--- src/rtl/ifu_fetch.sv ---
// ifu_fetch: instruction fetch unit.
// Owns the fetch PC. Issues one read at a time to instruction memory using
// req/gnt + rvalid, and holds the returned word in a single output register
// with a valid/ready handshake toward decode. On a redirect it reloads the PC
// from the next-PC logic and discards whatever is in flight.
//
// Ports:
//   clk, reset_n              clock, async active-low reset
//   npc_in, redirect          redirect target and strobe from next-PC logic
//   imem_req, imem_addr       read request and its byte address (word aligned)
//   imem_gnt                  request accepted this cycle
//   imem_rvalid, imem_rdata   read return, one per grant
//   if_valid, if_instr        fetched instruction toward decode
//   if_pc, if_pc4             its address and address + 4
//   id_ready                  decode consumes the output this cycle
//   fetch_err                 fetch PC is illegal; fetching halted
//
// state   | meaning
// --------+-----------------------------------------------------------
// IDLE    | first cycle after reset release, no request
// REQ     | request pc_q when the output slot is free
// WAIT    | request granted, waiting for rvalid
// DROP    | redirected while waiting; discard the next rvalid
// FAULT   | pc_q illegal; halted until redirect
module ifu_fetch #(
    parameter logic [31:0] RESET_PC   = 32'h0000_3000,
    parameter logic [31:0] IMEM_BASE  = 32'h0000_3000,
    parameter int unsigned IMEM_WORDS = 4096
) (
    input  logic        clk,
    input  logic        reset_n,
    input  logic [31:0] npc_in,
    input  logic        redirect,
    output logic        imem_req,
    output logic [31:0] imem_addr,
    input  logic        imem_gnt,
    input  logic        imem_rvalid,
    input  logic [31:0] imem_rdata,
    output logic        if_valid,
    output logic [31:0] if_instr,
    output logic [31:0] if_pc,
    output logic [31:0] if_pc4,
    input  logic        id_ready,
    output logic        fetch_err
);

    localparam logic [2:0] S_IDLE  = 3'd0;
    localparam logic [2:0] S_REQ   = 3'd1;
    localparam logic [2:0] S_WAIT  = 3'd2;
    localparam logic [2:0] S_DROP  = 3'd3;
    localparam logic [2:0] S_FAULT = 3'd4;

    // Legal window compared in 33 bits so a window ending at 2^32 cannot wrap.
    localparam logic [32:0] IMEM_LO = {1'b0, IMEM_BASE};
    localparam logic [32:0] IMEM_HI = {1'b0, IMEM_BASE} + {IMEM_WORDS[30:0], 2'b00};

    logic [2:0]  state;
    logic [31:0] pc_q;
    logic [31:0] fly_pc;
    logic        slot_free;
    logic        addr_ok;
    logic        load;

    always_comb begin
        slot_free = !if_valid || id_ready;
        addr_ok   = (pc_q[1:0] == 2'b00) &&
                    ({1'b0, pc_q} >= IMEM_LO) &&
                    ({1'b0, pc_q} <  IMEM_HI);
        // Suppressed during redirect so a grant can never pair with a stale PC.
        imem_req  = (state == S_REQ) && addr_ok && slot_free && !redirect;
        load      = (state == S_WAIT) && imem_rvalid && !redirect;
    end

    assign imem_addr = pc_q;

    always_ff @(posedge clk or negedge reset_n) begin
        if (!reset_n) begin
            state     <= S_IDLE;
            pc_q      <= RESET_PC;
            fly_pc    <= '0;
            fetch_err <= 1'b0;
        end else if (redirect) begin
            pc_q      <= npc_in;
            fetch_err <= 1'b0;
            // A transaction still owed by memory must be absorbed in DROP.
            if ((state == S_WAIT || state == S_DROP) && !imem_rvalid) begin
                state <= S_DROP;
            end else begin
                state <= S_REQ;
            end
        end else begin
            case (state)
                S_IDLE: state <= S_REQ;
                S_REQ: begin
                    if (!addr_ok) begin
                        state     <= S_FAULT;
                        fetch_err <= 1'b1;
                    end else if (imem_req && imem_gnt) begin
                        fly_pc <= pc_q;
                        pc_q   <= pc_q + 32'd4;
                        state  <= S_WAIT;
                    end
                end
                S_WAIT: if (imem_rvalid) state <= S_REQ;
                S_DROP: if (imem_rvalid) state <= S_REQ;
                S_FAULT: state <= S_FAULT;
                default: state <= S_IDLE;
            endcase
        end
    end

    // Output register. A load never collides with an occupied slot because
    // the request was only issued while the slot was free.
    always_ff @(posedge clk or negedge reset_n) begin
        if (!reset_n) begin
            if_valid <= 1'b0;
            if_instr <= '0;
            if_pc    <= '0;
            if_pc4   <= 32'd4;
        end else if (redirect) begin
            if_valid <= 1'b0;
        end else if (load) begin
            if_valid <= 1'b1;
            if_instr <= imem_rdata;
            if_pc    <= fly_pc;
            if_pc4   <= fly_pc + 32'd4;
        end else if (if_valid && id_ready) begin
            if_valid <= 1'b0;
        end
    end

endmodule

--- config.mk ---
export PLATFORM = sky130hd
export DESIGN_NAME = ifu_fetch
export DESIGN_NICKNAME = d
export VERILOG_FILES = /design/src/rtl/ifu_fetch.sv
export SDC_FILE = /design/constraint.sdc
export NUM_CORES = 1
export LEC_CHECK = 0
export CAP_MARGIN = 20
export CORE_MARGIN = 10
export CORE_UTILIZATION = 37
export CTS_BUF_LIST = sky130_fd_sc_hd__clkbuf_8
export DETAILED_ROUTE_END_ITERATION = 8
export PLACE_DENSITY = 0.7
export RECOVER_POWER = 100
export SYNTH_ARGS = -nofsm -noshare
export SYNTH_HDL_FRONTEND = slang
export SYNTH_SLANG_ARGS = --single-unit
export TNS_END_PERCENT = 30
--- constraint.sdc ---
create_clock -name clk -period 2.2 [get_ports clk]
set_clock_uncertainty 0.15 [all_clocks]
set_input_delay 0.33 -clock clk [delete_from_list [all_inputs] [get_ports clk]]
set_output_delay 0.33 -clock clk [all_outputs]
set_load 0.1 [all_outputs]
; Word-level counts from Yosys, hierarchy flattened
; Index checks and enable logic that the tools add are counted.
[totals]
output_inout_bits = 131
reg_bits = 165
word_cells = 63
[classes]
n_reduce_logical = 27
n_eq_ne = 7
addsub = 2
n_bitwise = 1
order_cmp = 2
n_mux = 16
[op_table]
columns = operator, n
row1 = 32-bit two-way mux, 4
row2 = 32-bit by 3-bit adder with 32-bit output (second input constant), 2
row3 = 32-bit by 14-bit >= comparator with 1-bit output (second input constant), 1
row4 = 32-bit by 15-bit less-than comparator with 1-bit output (second input constant), 1
row5 = 3-bit two-way mux, 4
row6 = 3-bit case mux with 4 select lines, 1
row7 = 1-bit logical AND, 10
row8 = 3-bit by 2-bit equality test with 1-bit output (second input constant), 2
row9 = 1-bit two-way mux, 6
row10 = 2-bit AND reduction, 3
row11 = 2-bit nonzero test, 3
row12 = 4-bit by 3-bit != test with 1-bit output (second input constant), 1
row13 = 4-bit AND reduction, 1
row14 = 3-bit by 1-bit equality test with 1-bit output (second input constant), 1
row15 = 3-bit equality test (second input constant), 1
row16 = 1-bit logical NOT, 3
row17 = 3-bit logical NOT, 1
row18 = 3-bit by 1-bit != test with 1-bit output (second input constant), 1
row19 = 3-bit AND reduction, 1
row20 = 3-bit nonzero test, 1
row21 = 2-bit logical NOT, 1
row22 = 1-bit logical OR, 2
row23 = 2-bit two-way mux, 1
row24 = 2-bit != test (second input constant), 1
row25 = other kinds (2), 2

; Longest topological paths before layout
; Gate-level depths: netlist (run 1).
[depth]
ltp_word = 11
ltp_mapped = 8

; Least setup slack after synthesis (run 1)
; Ideal clock, no wire load.
[synth_timing]
path_type = flip-flop to output port
start = reg pc_q[18] (netlist: imem_addr[18])
end = out imem_req
required_time_ps = 1720
arrival_ps = 3128
n_path_buf = 0
path_stages_with_launch = 5
setup_slack_ps = -1408
cell_sequence = dfrtp_1 > or4_4 > nor4_4 > nand3_1 > nor2_1
[synth_via]
elab_chain_len = 6
word_cells_on_any_way = 7
classes_between = 2 x order compare / 5 x reduce/logical
[synth_lines]
columns = item, line
row1 = "start, declared", 58  ; logic [31:0] pc_q;
row2 = "start signal, assigned", 83  ; pc_q <= npc_in;
row3 = "start signal, assigned", 100  ; pc_q <= pc_q + 32'd4;
row4 = 32-bit by 14-bit >= comparator with 1-bit output, 67  ; ({1'b0, pc_q} >= IMEM_LO) &&
row5 = 1-bit logical AND, 66  ; addr_ok = (pc_q[1:0] == 2'b00) &&
row6 = 1-bit logical AND (*), 67
row7 = 1-bit logical AND (*) (3 in series), 70  ; imem_req = (state == S_REQ) && addr_ok && slot_free && !redirect;
row8 = "end, declared", 34  ; output logic imem_req,
; Mark *: on every way between the ends. The rest lies on a longest branch, timed or not.

; Final worst setup path (run 1)
[layout_timing]
start = reg pc_q[16] (netlist: imem_addr[16])
end = out imem_req
; The elaborated chain is that of the path after synthesis.

==> qor.txt, run 1 <==
status - finished, violations left
failing checks - negative setup slack
DIE WIDTH - 156 um
final wirelength - 18600 um
RSZ-0062 raised after global routing - yes
number of port buffers - 200
CTS Root Cell - clkbuf_8
Main synth FF type - dfrtp_1
iteration count of the initial detailed-routing pass - 4
worst min-delay path class - input pin to flop
CP max stage delay - 0.54 ns
Req. time, crit path - 1.72 ns
worst setup margin - -0.313 ns
clock power share - 38.0%
CP cell instances - or4_4 -> nor4_4 -> nand3_2 -> nor2_4 -> buf_12
CP startpoint - imem_addr[16]
Crit. path cell count - 5
WP buf/inv - 1
DRC Markers - 0
TritonCTS clock tree - built
Final Instance Area - 9350 um^2
sequential share of power - 46.8%
cell family with most CP delay - simple AND/OR/NAND/NOR gates
setup TNS - -0.989 ns
register bit total from synthesis - 163
peak-usage layer in the global routing report - met2
Worst Tran Pin Value - 1.45 ns
Congestion Overflow GR - 0
initial antenna violation count - 1
Rows - 49
GRT Overall Usage - 15.1%
WP data arrival - 2.03 ns
final setup vio count - 28
post-DP HPWL - 14000 um
Worst Setup EP - imem_req
io pins - 201
hold slack - 0.266 ns
hold violation count in the final report - 0
minimum clock period - 2.51 ns
Core Area - 18100 um^2
asr flop ratio synth - 100%
EDFF count, synth - 0
TritonCTS Buffers - 17
r2r endpoint - imem_addr[11]
R2R Setup Slk - -0.10 ns
slew margin rel. - 3.58%
met1 Resource Use GR - 17.2%
worst IR drop on VDD - 0.362 mV
Layout Nets - 894
die height - 156 um
Seq/Total Area, Yosys - 59.6%
DR iter-0 viols - 293
Max-Cap Viols - 0
most common cell after layout, fill and taps aside - dfrtp_1
area of placed instances - 9130 um^2
Logic pwr share - 15.2%
CP max-delay cell - or4_4
Starting Density - 37.9%
Clk Latency, worst-skew pair - 0.47 ns
Startpoint Class - flop
internal power - 4.79 mW
drt wl/cell - 17.5 um
Unique masters post-synth - 48
largest net degree at the start of global routing - 55
Via density - 4.92
H-Tree Depth - 4
clock slew at reported path FFs - 0.10 ns
via count - 5235
Slew Viols, Final - 0
commonest cells after routing, fill and taps aside - dfrtp_1 (156), clkbuf_2 (135), mux2_2 (79), nand2_1 (75), clkdlybuf4s50_1 (67)
vias in the first global route - 5388
Final ANT Viol Nets - 0
Final period util - 114%
global-route wire length before repair - 29000 um
syn_area_per_cell - 11.8 um^2
NetSw - 1.94 mW
synthesis-to-layout area growth - 36.5%
Net Sw Frac - 28.8%
Worst Reg-to-Reg Cells - 8
FMAX - 0.398 GHz
yosys warns - 0
Mapped Area - 6850 um^2
pwr/cell area - 720 nW/um^2
GR Util met3 - 8.57%
crit path max fanout - 2
Crit. End Element - output pin
syn_nets - 652
Pleak - 4.59 nW
# clock sinks - 163
share of cells above drive strength 1 - 38.2%
cell count after synthesis - 579
gp weighted congestion - 0.840
Setup CP Type - flop to output pin
reg2reg start - imem_addr[16]
clock buffer depth - 2
met2 GRT Util - 23.7%
die area - 24400 um^2
-- power groups by stage --
| stage | Combinational, mW | Clock (mW) | Sequential, mW |
|---|---|---|---|
| 2_1_floorplan | 0.143 | 0 | 3.71 |
| 3_3_place_gp | 1.07 | 0 | 3.21 |
| 3_5_place_dp | 1.08 | 0 | 3.21 |
| 4_1_cts | 1.08 | 2.64 | 3.15 |
| 5_1_grt | 1.08 | 2.76 | 3.16 |
| 6_report | 1.02 | 2.56 | 3.15 |
-- registers in the layout, summed over array words and instances (netlist names) --
name,flops
state,3
fetch_err,1
if_pc,32
if_pc4,30
if_valid,1
imem_addr,32
fly_pc,32
if_instr,32
-- cell type report --
cell class | count | area [um^2]
tap | 229 | 287
antenna | 1 | 2.50
clock inverter | 12 | 203
sequential | 163 | 4090
fill | 1656 | 8730
timing repair buffer | 253 | 1790
multi-input combinational | 377 | 2680
clock buffer | 20 | 275
inverter | 9 | 33.8
-- cells in the mapped netlist, drive strengths merged, types with 3 or more instances --
| cell type | instances | area [um^2] |
|---|---|---|
| o21ai | 41 | 205 |
| nor3b | 4 | 30.0 |
| and2 | 3 | 18.8 |
| xnor2 | 17 | 149 |
| nor2b | 20 | 125 |
| dfrtp | 160 | 4000 |
| nand2 | 76 | 285 |
| ha | 3 | 37.5 |
| nand2b | 4 | 25.0 |
| a31oi | 3 | 18.8 |
| o21a | 4 | 30.0 |
| mux2 | 79 | 890 |
| dfstp | 3 | 78.8 |
| nor3 | 14 | 70.1 |
| buf | 9 | 50.1 |
| or3 | 3 | 18.8 |
| nor2 | 24 | 90.1 |
| a211oi | 3 | 22.5 |
| nand3 | 14 | 70.1 |
| and4 | 8 | 71.3 |
| xor2 | 13 | 114 |
| inv | 9 | 33.8 |
| nand4 | 11 | 75.1 |
| clkbuf | 21 | 78.8 |
| a21oi | 4 | 20.0 |
| nor4 | 4 | 40.0 |
| and3 | 4 | 25.0 |
-- per-layer routing --
layer	vias up	share of wire [%]
met5	-	0
met4	0	1.2
met3	22	11
met2	175	47
met1	2549	41
li1	2489	-
-- worst min-delay path, delay by kind of cell --
family	cells	cell delay [ns]
buffers and inverters	1	0.39
AND/OR/NAND/NOR	2	0.13
-- metrics by stage --
stage               utilization, %  worst slack, ns  power [mW]  cells
finish                        51.7           -0.313        6.73   1064
global route                  51.7           -0.433        7.00   1064
CTS                           53.5           -0.482        6.87   1059
detailed placement            50.5           -0.176        4.29   1023
global placement              50.5           -0.140        4.28   1023
floorplan                        -           -0.408        3.85    579
-- cells by family after synthesis --
family                   after synthesis  synth area share [%]
AO/OA/AOI/OAI                         70                  6.10
XOR/XNOR                              30                  3.83
adder cells (fa/ha/maj)                3                 0.548
buffers and inverters                 39                  2.37
flip-flops                           163                  59.6
multiplexers                          81                  13.3
AND/OR/NAND/NOR                      193                  14.3
-- worst min-delay path by stage --
stage               depth (start not counted)            end        from
floorplan                                   0      fetch_err     reset_n
global placement                            1     fly_pc[15]     reset_n
detailed placement                          1      if_pc4[5]     reset_n
CTS                                         3  imem_addr[24]  npc_in[24]
global route                                3  imem_addr[18]  npc_in[18]
finish                                      3  imem_addr[24]  npc_in[24]
-- timing repair --
action	CTS	global route
gates resized for setup	5	18
hold endpoints to repair	46	0
hold buffers	1	0
pin swaps	8	14
setup endpoints to repair	50	54
cloned	0	2
setup buffers	3	2
Power figures use the tool's default switching activity.
==> run 2: changes to the inputs <==
Settings changed: PLACE_DENSITY 0.7 to 0.67, SKIP_LAST_GASP from default to 1.
Clock period 2.2 ns to 3.2 ns, I/O delays scaled along.
==> qor.txt, run 2 (synthesized netlist as in run 1, its figures left out) <==
Congestion Overflow GR - 0
share of cells above drive strength 1 - 16.4%
minimum clock period - 2.94 ns
Setup CP Type - flop to output pin
area of placed instances - 8840 um^2
Startpoint Class - flop
reg2reg start - imem_addr[18]
Final Instance Area - 8730 um^2
PnR Total Power - 4.43 mW
worst min-delay path class - flop to flop
hold slack - 0.332 ns
DIE WIDTH - 156 um
pwr/cell area - 507 nW/um^2
Post-Route Utilization - 48.3%
final wirelength - 18100 um
FMAX - 0.340 GHz
failing checks - max-capacitance violations, max-slew violations
drt wl/cell - 17.7 um
Final ANT Viol Nets - 0
crit path max fanout - 6
die area - 24400 um^2
sequential cell area - 4080 um^2
worst IR drop on VDD - 0.293 mV
TritonCTS clock tree - built
Max-Cap Viols - 2
status - finished, violations left
r2r endpoint - imem_addr[9]
commonest cells after routing, fill and taps aside - dfrtp_1 (160), clkbuf_1 (132), mux2_2 (79), nand2_1 (76), clkdlybuf4s50_1 (67)
TritonCTS Buffers - 17
DP Cell Count - 989
Req. time, crit path - 2.57 ns
final setup vio count - 0
Starting Density - 37.9%
Ant. Diodes - 0
footprint of the multi-input gates - 2610 um^2
GRT Overall Usage - 14.8%
sequential share of power - 48.9%
RSZ-0062 raised after global routing - no
synthesis-to-layout area growth - 27.4%
DRC Markers - 0
Core Area - 18100 um^2
Net Sw Frac - 29.5%
largest net degree at the start of global routing - 80
iteration count of the initial detailed-routing pass - 4
R2R Setup Slk - 0.32 ns
WHS Path Cells - 2
post-DP HPWL - 13900 um
Pleak - 3.90 nW
io pins - 201
number of port buffers - 200
clock slew at reported path FFs - 0.09 ns
slew margin rel. - -31.9%
Clk Latency, worst-skew pair - 0.45 ns
gp weighted congestion - 0.810
Worst Reg-to-Reg Cells - 5
Logic pwr share - 14.8%
CTS Root Cell - clkbuf_8
via count - 5013
Via density - 4.91
Crit. End Element - output pin
Rows - 49
clock power share - 36.4%
Fill cells - 1734
# clock sinks - 163
initial antenna violation count - 0
NetSw - 1.31 mW
clock buffer depth - 2
worst setup margin - 0.262 ns
vias in the first global route - 5291
hold violation count in the final report - 0
DP Worst Slack - 0.531 ns
internal power - 3.12 mW
H-Tree Depth - 4
Worst Tran Pin Value - 1.98 ns
Slew Viols, Final - 79
die height - 156 um
post-route insts no fill - 1022
Layout Nets - 853
WP data arrival - 2.31 ns
Worst Setup EP - imem_req
setup TNS - 0 ns
global-route wire length before repair - 29000 um
DR iter-0 viols - 270
most common cell after layout, fill and taps aside - dfrtp_1
CP startpoint - imem_addr[18]
Final period util - 91.8%
-- run 2: changes by cell type in the layout (fill, tap and decap cells not counted), sizes merged --
cell      delta
buf         -36
bufinv       -2
clkbuf       -4
clkinvlp     +1
diode        -1
-- run 2: layout make-up --
class	count	share of cell area, %
Inverter	9	0.387
Multi-Input combinational cell	377	29.9
Clock inverter	11	1.73
Timing Repair Buffer	212	14.6
Sequential cell	163	46.8
Clock buffer	21	3.31
Tap cell	229	3.28
-- run 2: power groups by stage --
stage	combinational, mW	clock (mW)	sequential, mW
6_report	0.654	1.61	2.16
4_1_cts	0.707	1.66	2.17
3_5_place_dp	0.706	0	2.21
5_1_grt	0.690	1.76	2.17
2_1_floorplan	0.0980	0	2.55
3_3_place_gp	0.698	0	2.20
-- run 2: routing by layer --
layer / track usage [%] / vias to the layer above / routed length [um]
met5: 0 / - / 0
met4: 3.87 / 0 / 110
met3: 7.91 / 7 / 1840
met2: 22.5 / 162 / 8510
met1: 18.0 / 2446 / 7640
li1: - / 2398 / -
-- run 2: worst min path at each step --
stage / end / start
after floorplan: fetch_err / reset_n
after global placement: if_pc4[25] / if_pc4[25]
after detailed placement: if_pc4[28] / if_pc4[28]
after CTS: if_pc4[28] / if_pc4[28]
after global routing: if_pc4[22] / if_pc4[22]
final: if_pc4[28] / if_pc4[28]
-- run 2: critical path, cell delays in order, from the launching register on --
cell and delay [ns]:
dfrtp_1 0.43, or4_1 0.58, nor4_4 0.31, nand3_2 0.20, nor2_4 0.16, buf_12 0.18
-- run 2: timing repair --
action / CTS / global route
endpoints found under the hold margin: 73 / 0
hold buffers: 1 / 0
setup endpoints to repair: 0 / 1
gates resized for setup: 0 / 1
setup buffers: 0 / 0
